File: src/rtl/mem_ctrl_pkg.sv
// Shared constants for the unified-RAM memory controller: access sizes,
// FSM state encodings and the size-to-byte-count helper.
package mem_ctrl_pkg;

  localparam logic [1:0] MEM_BYTE = 2'd0;
  localparam logic [1:0] MEM_HALF = 2'd1;
  localparam logic [1:0] MEM_WORD = 2'd2;

  localparam logic [2:0] ST_IDLE   = 3'd0;
  localparam logic [2:0] ST_IF_RD  = 3'd1;
  localparam logic [2:0] ST_MEM_RD = 3'd2;
  localparam logic [2:0] ST_MEM_WR = 3'd3;
  localparam logic [2:0] ST_DONE   = 3'd4;

  // Size code 3 is treated as a word access.
  function automatic logic [2:0] size_to_len(input logic [1:0] size);
    case (size)
      MEM_BYTE: return 3'd1;
      MEM_HALF: return 3'd2;
      default:  return 3'd4;
    endcase
  endfunction

endpackage

File: src/rtl/mem_ctrl.sv
// Byte-serial master of the unified RAM port: arbitrates IF fetches against
// MEM loads/stores and keeps the last fetched word for zero-latency re-serve.
module mem_ctrl
  import mem_ctrl_pkg::*;
#(
  parameter int RAM_ADDR_W = 17
) (
  input  logic                  clk,
  input  logic                  rst,
  input  logic                  if_req,
  input  logic [31:0]           if_addr,
  output logic                  if_done,
  output logic [31:0]           if_inst,
  input  logic                  mem_req,
  input  logic                  mem_we,
  input  logic [1:0]            mem_size,
  input  logic [31:0]           mem_addr,
  input  logic [31:0]           mem_wdata,
  output logic                  mem_done,
  output logic [31:0]           mem_rdata,
  output logic [RAM_ADDR_W-1:0] ram_addr,
  output logic                  ram_we,
  output logic [7:0]            ram_dout,
  input  logic [7:0]            ram_din,
  output logic                  stall_from_if,
  output logic                  stall_from_mem
);

  logic [2:0]            state_reg, state_next;
  logic [2:0]            cnt_reg, cnt_next;
  logic [2:0]            len_reg, len_next;
  logic [31:0]           addr_reg, addr_next;
  logic [31:0]           wdata_reg, wdata_next;
  logic [31:0]           data_reg, data_next;
  logic [31:0]           data_asm;
  logic [31:0]           hold_addr_reg;
  logic                  hold_valid_reg;
  logic [31:0]           if_inst_reg;
  logic [31:0]           mem_rdata_reg;
  logic                  mem_done_reg;
  logic [RAM_ADDR_W-1:0] ram_addr_reg, ram_addr_next;
  logic                  ram_we_reg, ram_we_next;
  logic [7:0]            ram_dout_reg, ram_dout_next;
  logic                  active_next;
  logic                  finishing;

  // Byte c-1 arrives on ram_din while the counter reads c.
  genvar gi;
  generate
    for (gi = 0; gi < 4; gi++) begin : g_lane
      assign data_asm[8*gi +: 8] = (cnt_reg == 3'(gi + 1)) ? ram_din : data_reg[8*gi +: 8];
    end
  endgenerate

  always_comb begin
    state_next = state_reg;
    cnt_next   = cnt_reg;
    len_next   = len_reg;
    addr_next  = addr_reg;
    wdata_next = wdata_reg;
    data_next  = data_reg;
    case (state_reg)
      ST_IDLE: begin
        if (mem_req) begin
          state_next = mem_we ? ST_MEM_WR : ST_MEM_RD;
          cnt_next   = 3'd0;
          len_next   = size_to_len(mem_size);
          addr_next  = mem_addr;
          wdata_next = mem_wdata;
          data_next  = 32'd0;
        end else if (if_req && !if_done) begin
          state_next = ST_IF_RD;
          cnt_next   = 3'd0;
          len_next   = 3'd4;
          addr_next  = if_addr;
          data_next  = 32'd0;
        end
      end
      ST_IF_RD, ST_MEM_RD: begin
        if (cnt_reg != 3'd0) data_next = data_asm;
        if (cnt_reg == len_reg) state_next = ST_DONE;
        else cnt_next = cnt_reg + 3'd1;
      end
      ST_MEM_WR: begin
        if (cnt_reg == len_reg) state_next = ST_DONE;
        else cnt_next = cnt_reg + 3'd1;
      end
      default: state_next = ST_IDLE;
    endcase
  end

  // RAM outputs are registered from next-state values so byte c is on the port while cnt_reg == c.
  always_comb begin
    active_next   = (state_next == ST_IF_RD || state_next == ST_MEM_RD || state_next == ST_MEM_WR)
                    && (cnt_next < len_next);
    ram_addr_next = active_next ? addr_next[RAM_ADDR_W-1:0] + RAM_ADDR_W'(cnt_next) : '0;
    ram_we_next   = active_next && (state_next == ST_MEM_WR);
    ram_dout_next = 8'd0;
    if (ram_we_next) begin
      case (cnt_next[1:0])
        2'd0:    ram_dout_next = wdata_next[7:0];
        2'd1:    ram_dout_next = wdata_next[15:8];
        2'd2:    ram_dout_next = wdata_next[23:16];
        default: ram_dout_next = wdata_next[31:24];
      endcase
    end
  end

  assign finishing = (state_next == ST_DONE) && (state_reg != ST_DONE);

  always_ff @(posedge clk) begin
    if (!rst) begin
      state_reg      <= ST_IDLE;
      cnt_reg        <= 3'd0;
      len_reg        <= 3'd0;
      addr_reg       <= 32'd0;
      wdata_reg      <= 32'd0;
      data_reg       <= 32'd0;
      hold_addr_reg  <= 32'd0;
      hold_valid_reg <= 1'b0;
      if_inst_reg    <= 32'd0;
      mem_rdata_reg  <= 32'd0;
      mem_done_reg   <= 1'b0;
      ram_addr_reg   <= '0;
      ram_we_reg     <= 1'b0;
      ram_dout_reg   <= 8'd0;
    end else begin
      state_reg    <= state_next;
      cnt_reg      <= cnt_next;
      len_reg      <= len_next;
      addr_reg     <= addr_next;
      wdata_reg    <= wdata_next;
      data_reg     <= data_next;
      ram_addr_reg <= ram_addr_next;
      ram_we_reg   <= ram_we_next;
      ram_dout_reg <= ram_dout_next;
      mem_done_reg <= finishing && (state_reg == ST_MEM_RD || state_reg == ST_MEM_WR);
      if (finishing && state_reg == ST_MEM_RD) mem_rdata_reg <= data_asm;
      if (finishing && state_reg == ST_IF_RD) begin
        if_inst_reg    <= data_asm;
        hold_addr_reg  <= addr_reg;
        hold_valid_reg <= 1'b1;
      end
      // A store may overwrite the held instruction, so drop it.
      if (finishing && state_reg == ST_MEM_WR) hold_valid_reg <= 1'b0;
    end
  end

  assign if_done        = if_req && hold_valid_reg && (if_addr == hold_addr_reg);
  assign if_inst        = if_inst_reg;
  assign mem_done       = mem_done_reg;
  assign mem_rdata      = mem_rdata_reg;
  assign ram_addr       = ram_addr_reg;
  assign ram_we         = ram_we_reg;
  assign ram_dout       = ram_dout_reg;
  assign stall_from_if  = if_req && !if_done;
  assign stall_from_mem = mem_req && !mem_done;

endmodule
File: config.mk
export PLATFORM = sky130hd
export DESIGN_NAME = mem_ctrl
export DESIGN_NICKNAME = d
export VERILOG_FILES = /design/src/rtl/mem_ctrl_pkg.sv /design/src/rtl/mem_ctrl.sv
export SDC_FILE = /design/constraint.sdc
export NUM_CORES = 1
export LEC_CHECK = 0
export ABC_AREA = 1
export CAP_MARGIN = 30
export CORE_MARGIN = 3
export CORE_UTILIZATION = 35
export CTS_BUF_LIST = sky130_fd_sc_hd__clkbuf_4 sky130_fd_sc_hd__clkbuf_8
export DETAILED_ROUTE_END_ITERATION = 8
export HOLD_SLACK_MARGIN = 0.12
export SYNTH_ARGS = -nofsm -noshare
export SYNTH_HDL_FRONTEND = slang
export SYNTH_SLANG_ARGS = --single-unit
File: constraint.sdc
create_clock -name clk -period 8.4 [get_ports clk]
set_input_delay 0.84 -clock clk [delete_from_list [all_inputs] [get_ports clk]]
set_output_delay 0.84 -clock clk [all_outputs]
set_load 0.01 [all_outputs]
==> flow_summary.ini <==
[clock_network]
cts_tree = built
cts-resized-gates = 0
cts_root_buf = clkbuf_8
cts_setup_buffers = 0
clock-sinks = 229
hold_buffers = 0
h-tree-depth = 2
cts_buffers = 43
path_clk_slew_ns = 0.06
clock_path_buffers = 3
clk_latency_ns = 0.56

[power]
p_seq_share_pct = 32.7
p_sw_share_pct = 41.3
p_leak_nw = 5.65
p_int_mw = 2.67
power.total_mw = 4.54
p_switching_mw = 1.88
ir_drop_v = 0.000155
powerDensity_nw_per_um2 = 327
power_frac_comb_pct = 40.8
power.share.clock_pct = 26.5

[yosys]
ys.flop_type = dfxtp_1
ys_types = 43
ys_ff_latch = 229
syn_inst = 1528
synth_seq_area_share_pct = 43.1
syn_area_per_cell_um2 = 6.96
synth_edf_count = 0
syn-cell-area_um2 = 10600
yosysWarnings = 0
syn_nets = 1649
async_flop_share_pct = 0

[critical_path]
path_delay_family = simple AND/OR/NAND/NOR gates
critPathMostFrequentCell = nand2_1
end_kind = flip-flop
critPathArrivalTime_ns = 5.15
required_ns = 8.87
critical_path_buf_inv_count = 3
max_stage_delay_ns = 0.80
path_cells = clkdlybuf4s50_1, nand2_1, inv_1, nand2_1, nor3_2, nand2_1, nor2_1, nand3_2, nand2_2, nand2_1, o21ai_1, nand2_1, nand2_1, ha_1, fa_1, a21oi_1, nor2_1, nand3_2, inv_1, nand3_1, a21oi_1
critical_path.max_fanout = 23
start_kind = input pin
crit_type = in -> reg
worst_path_max_delay_cell = clkdlybuf4s50_1

[layout]
syn_to_final_growth_pct = 30.4
drive_gt1_share_pct = 7.12
layout.nets = 1815
layoutNonFillerInstCount = 2118
antenna_cells = 0

[hold_path]
min_path_type = reg -> reg

[floorplanning]
core-area_um2 = 29800
io_pins = 205
die_y_um = 180
die_w_um = 180
dieArea_um2 = 32500
start_util_pct = 35.7
std_cell_rows = 63

[grt]
grt_usage_pct = 19.9
grt_pass1_vias = 10100
grt_overflow = 0
grt_pass1_wl_um = 53900
antenna_found_initial = 0
grt_start_max_net_pins = 82

[sta]
rsz0062_at_grt = false
post-route-period-util_pct = 55.7
setup_violations = 0
min_period_ns = 4.68
clock.fmax_mhz = 214
setup_tns_ns = 0
tightest_slew_ns = 1.01
hold_ws_ns = 0.457
finalHoldViolations = 0
skew_ns = 0.0365
drv_slew = 0
relSlewSlack_pct = 32.3

[detailed_routing]
drt_wl_total_um = 33600
first_pass_iters = 5
wire_per_inst_um = 15.9
viasPerCell = 4.97
dr_total_vias = 10500
drc = 0
ant_nets = 0
drt_first_iter_violations = 739

[placed_design]
numPortBuffers = 204
hpwl_um = 22900
dpl.cell_count = 2039
place.gp.congestion = 0.893

[outcome]
status = finished, final reports clean

[flow_run]
cap_violations = 0
area by class of cell:
class / count / area, um^2
multi-input cells: 1049 / 5110
well taps: 390 / 488
clock inverters: 9 / 91.3
inverters: 159 / 599
clock buffers: 70 / 895
fillers: 3044 / 15900
repair buffers: 212 / 2100
flip-flops and latches: 229 / 4580
synth_stat cells, types with 2 or more instances:
cell         n  area (um^2)
a2111oi_0    2         17.5
a21oi_1    183          916
a22oi_1      3         22.5
a31oi_1     16          100
and2_1       3         18.8
buf_1        5         18.8
buf_2        5         25.0
buf_4        4         30.0
clkbuf_1    76          285
dfxtp_1    229         4580
ha_1         9          113
inv_1      154          578
inv_2        5         18.8
mux2i_1     24          240
nand2_1    280         1050
nand2_2      6         37.5
nand3_1    134          671
nand3_2      2         20.0
nand3b_1     2         15.0
nand4_1     10         62.6
nor2_1     165          619
nor2_2       2         12.5
nor3_1      20          100
o2111ai_1    2         17.5
o211ai_1     3         22.5
o21ai_0    145          726
o21ai_1      4         20.0
or2_2       12         75.1
xnor2_1      9         78.8
power groups by stage:
stage	clock network [mW]	registers (mW)	logic, mW
floorplan	0	1.49	1.32
global placement	0	1.50	1.83
detailed placement	0	1.51	1.86
CTS	1.23	1.49	1.87
global route	1.29	1.52	2.11
finish	1.20	1.49	1.85
cell usage in the layout, fill, tap and decap left out, types with 3 or more instances in the layout:
| cell type | Yosys | final |
|---|---|---|
| a21oi_1 | 183 | 183 |
| a22oi_1 | 3 | 3 |
| a31oi_1 | 16 | 16 |
| and2_1 | 3 | 3 |
| buf_4 | 4 | 8 |
| clkbuf_4 | 0 | 11 |
| clkbuf_8 | 0 | 59 |
| clkdlybuf4s50_1 | 0 | 203 |
| clkinv_2 | 0 | 3 |
| dfxtp_1 | 229 | 229 |
| ha_1 | 9 | 9 |
| inv_1 | 154 | 154 |
| inv_2 | 5 | 4 |
| mux2i_1 | 24 | 24 |
| nand2_1 | 280 | 279 |
| nand2_2 | 6 | 7 |
| nand3_1 | 134 | 134 |
| nand4_1 | 10 | 10 |
| nor2_1 | 165 | 162 |
| nor2_4 | 0 | 3 |
| nor3_1 | 20 | 19 |
| o211ai_1 | 3 | 3 |
| o21ai_0 | 145 | 145 |
| o21ai_1 | 4 | 4 |
| or2_2 | 12 | 12 |
| xnor2_1 | 9 | 9 |
through the flow:
stage | setup WS, ns | instance area, um^2 | util [%]
CTS | 3.80 | 13900 | 46.5
global route | 3.16 | 13900 | 46.5
finish | 3.72 | 13900 | 46.5
detailed placement | 3.23 | 12900 | 43.2
floorplan | 5.13 | 10600 | -
global placement | 3.30 | 12900 | 43.2
kinds of logic (layout without fill, tap and decap cells):
family | after synthesis | after routing | synth area share [%]
and+or+nand+nor | 642 | 642 | 25.8
AOI/OAI and AO/OA | 363 | 363 | 17.7
buffers and inverters | 250 | 450 | 9.09
DFF | 229 | 229 | 43.1
muxes | 24 | 24 | 2.26
adders and majority gates | 10 | 10 | 1.25
xor gates and xnor gates | 10 | 10 | 0.824
routing by layer:
layer  up-vias  wire length, um  global-route usage, %
li1       5332                -                      -
met1      4827            15200                   26.9
met2       316            15500                   32.5
met3        54             2070                   3.90
met4         0              828                   5.77
met5         -                0                      0
tightest hold or removal path: stages, from the launching register on:
cell,delay [ns]
dfxtp_1,0.30
nand2_1,0.06
a21oi_1,0.05
final timing paths:
check | from | end | slack [ns] | cells past startpoint
min reg2reg | mem_rdata[18] | mem_rdata[18] | 0.46 | 2
max | if_req | ram_addr[10] | 3.72 | 21
max reg2reg | state_reg[2] | ram_addr[13] | 4.04 | 15
min | mem_rdata[18] | mem_rdata[18] | 0.46 | 2
(Power assumes the default switching activity.)
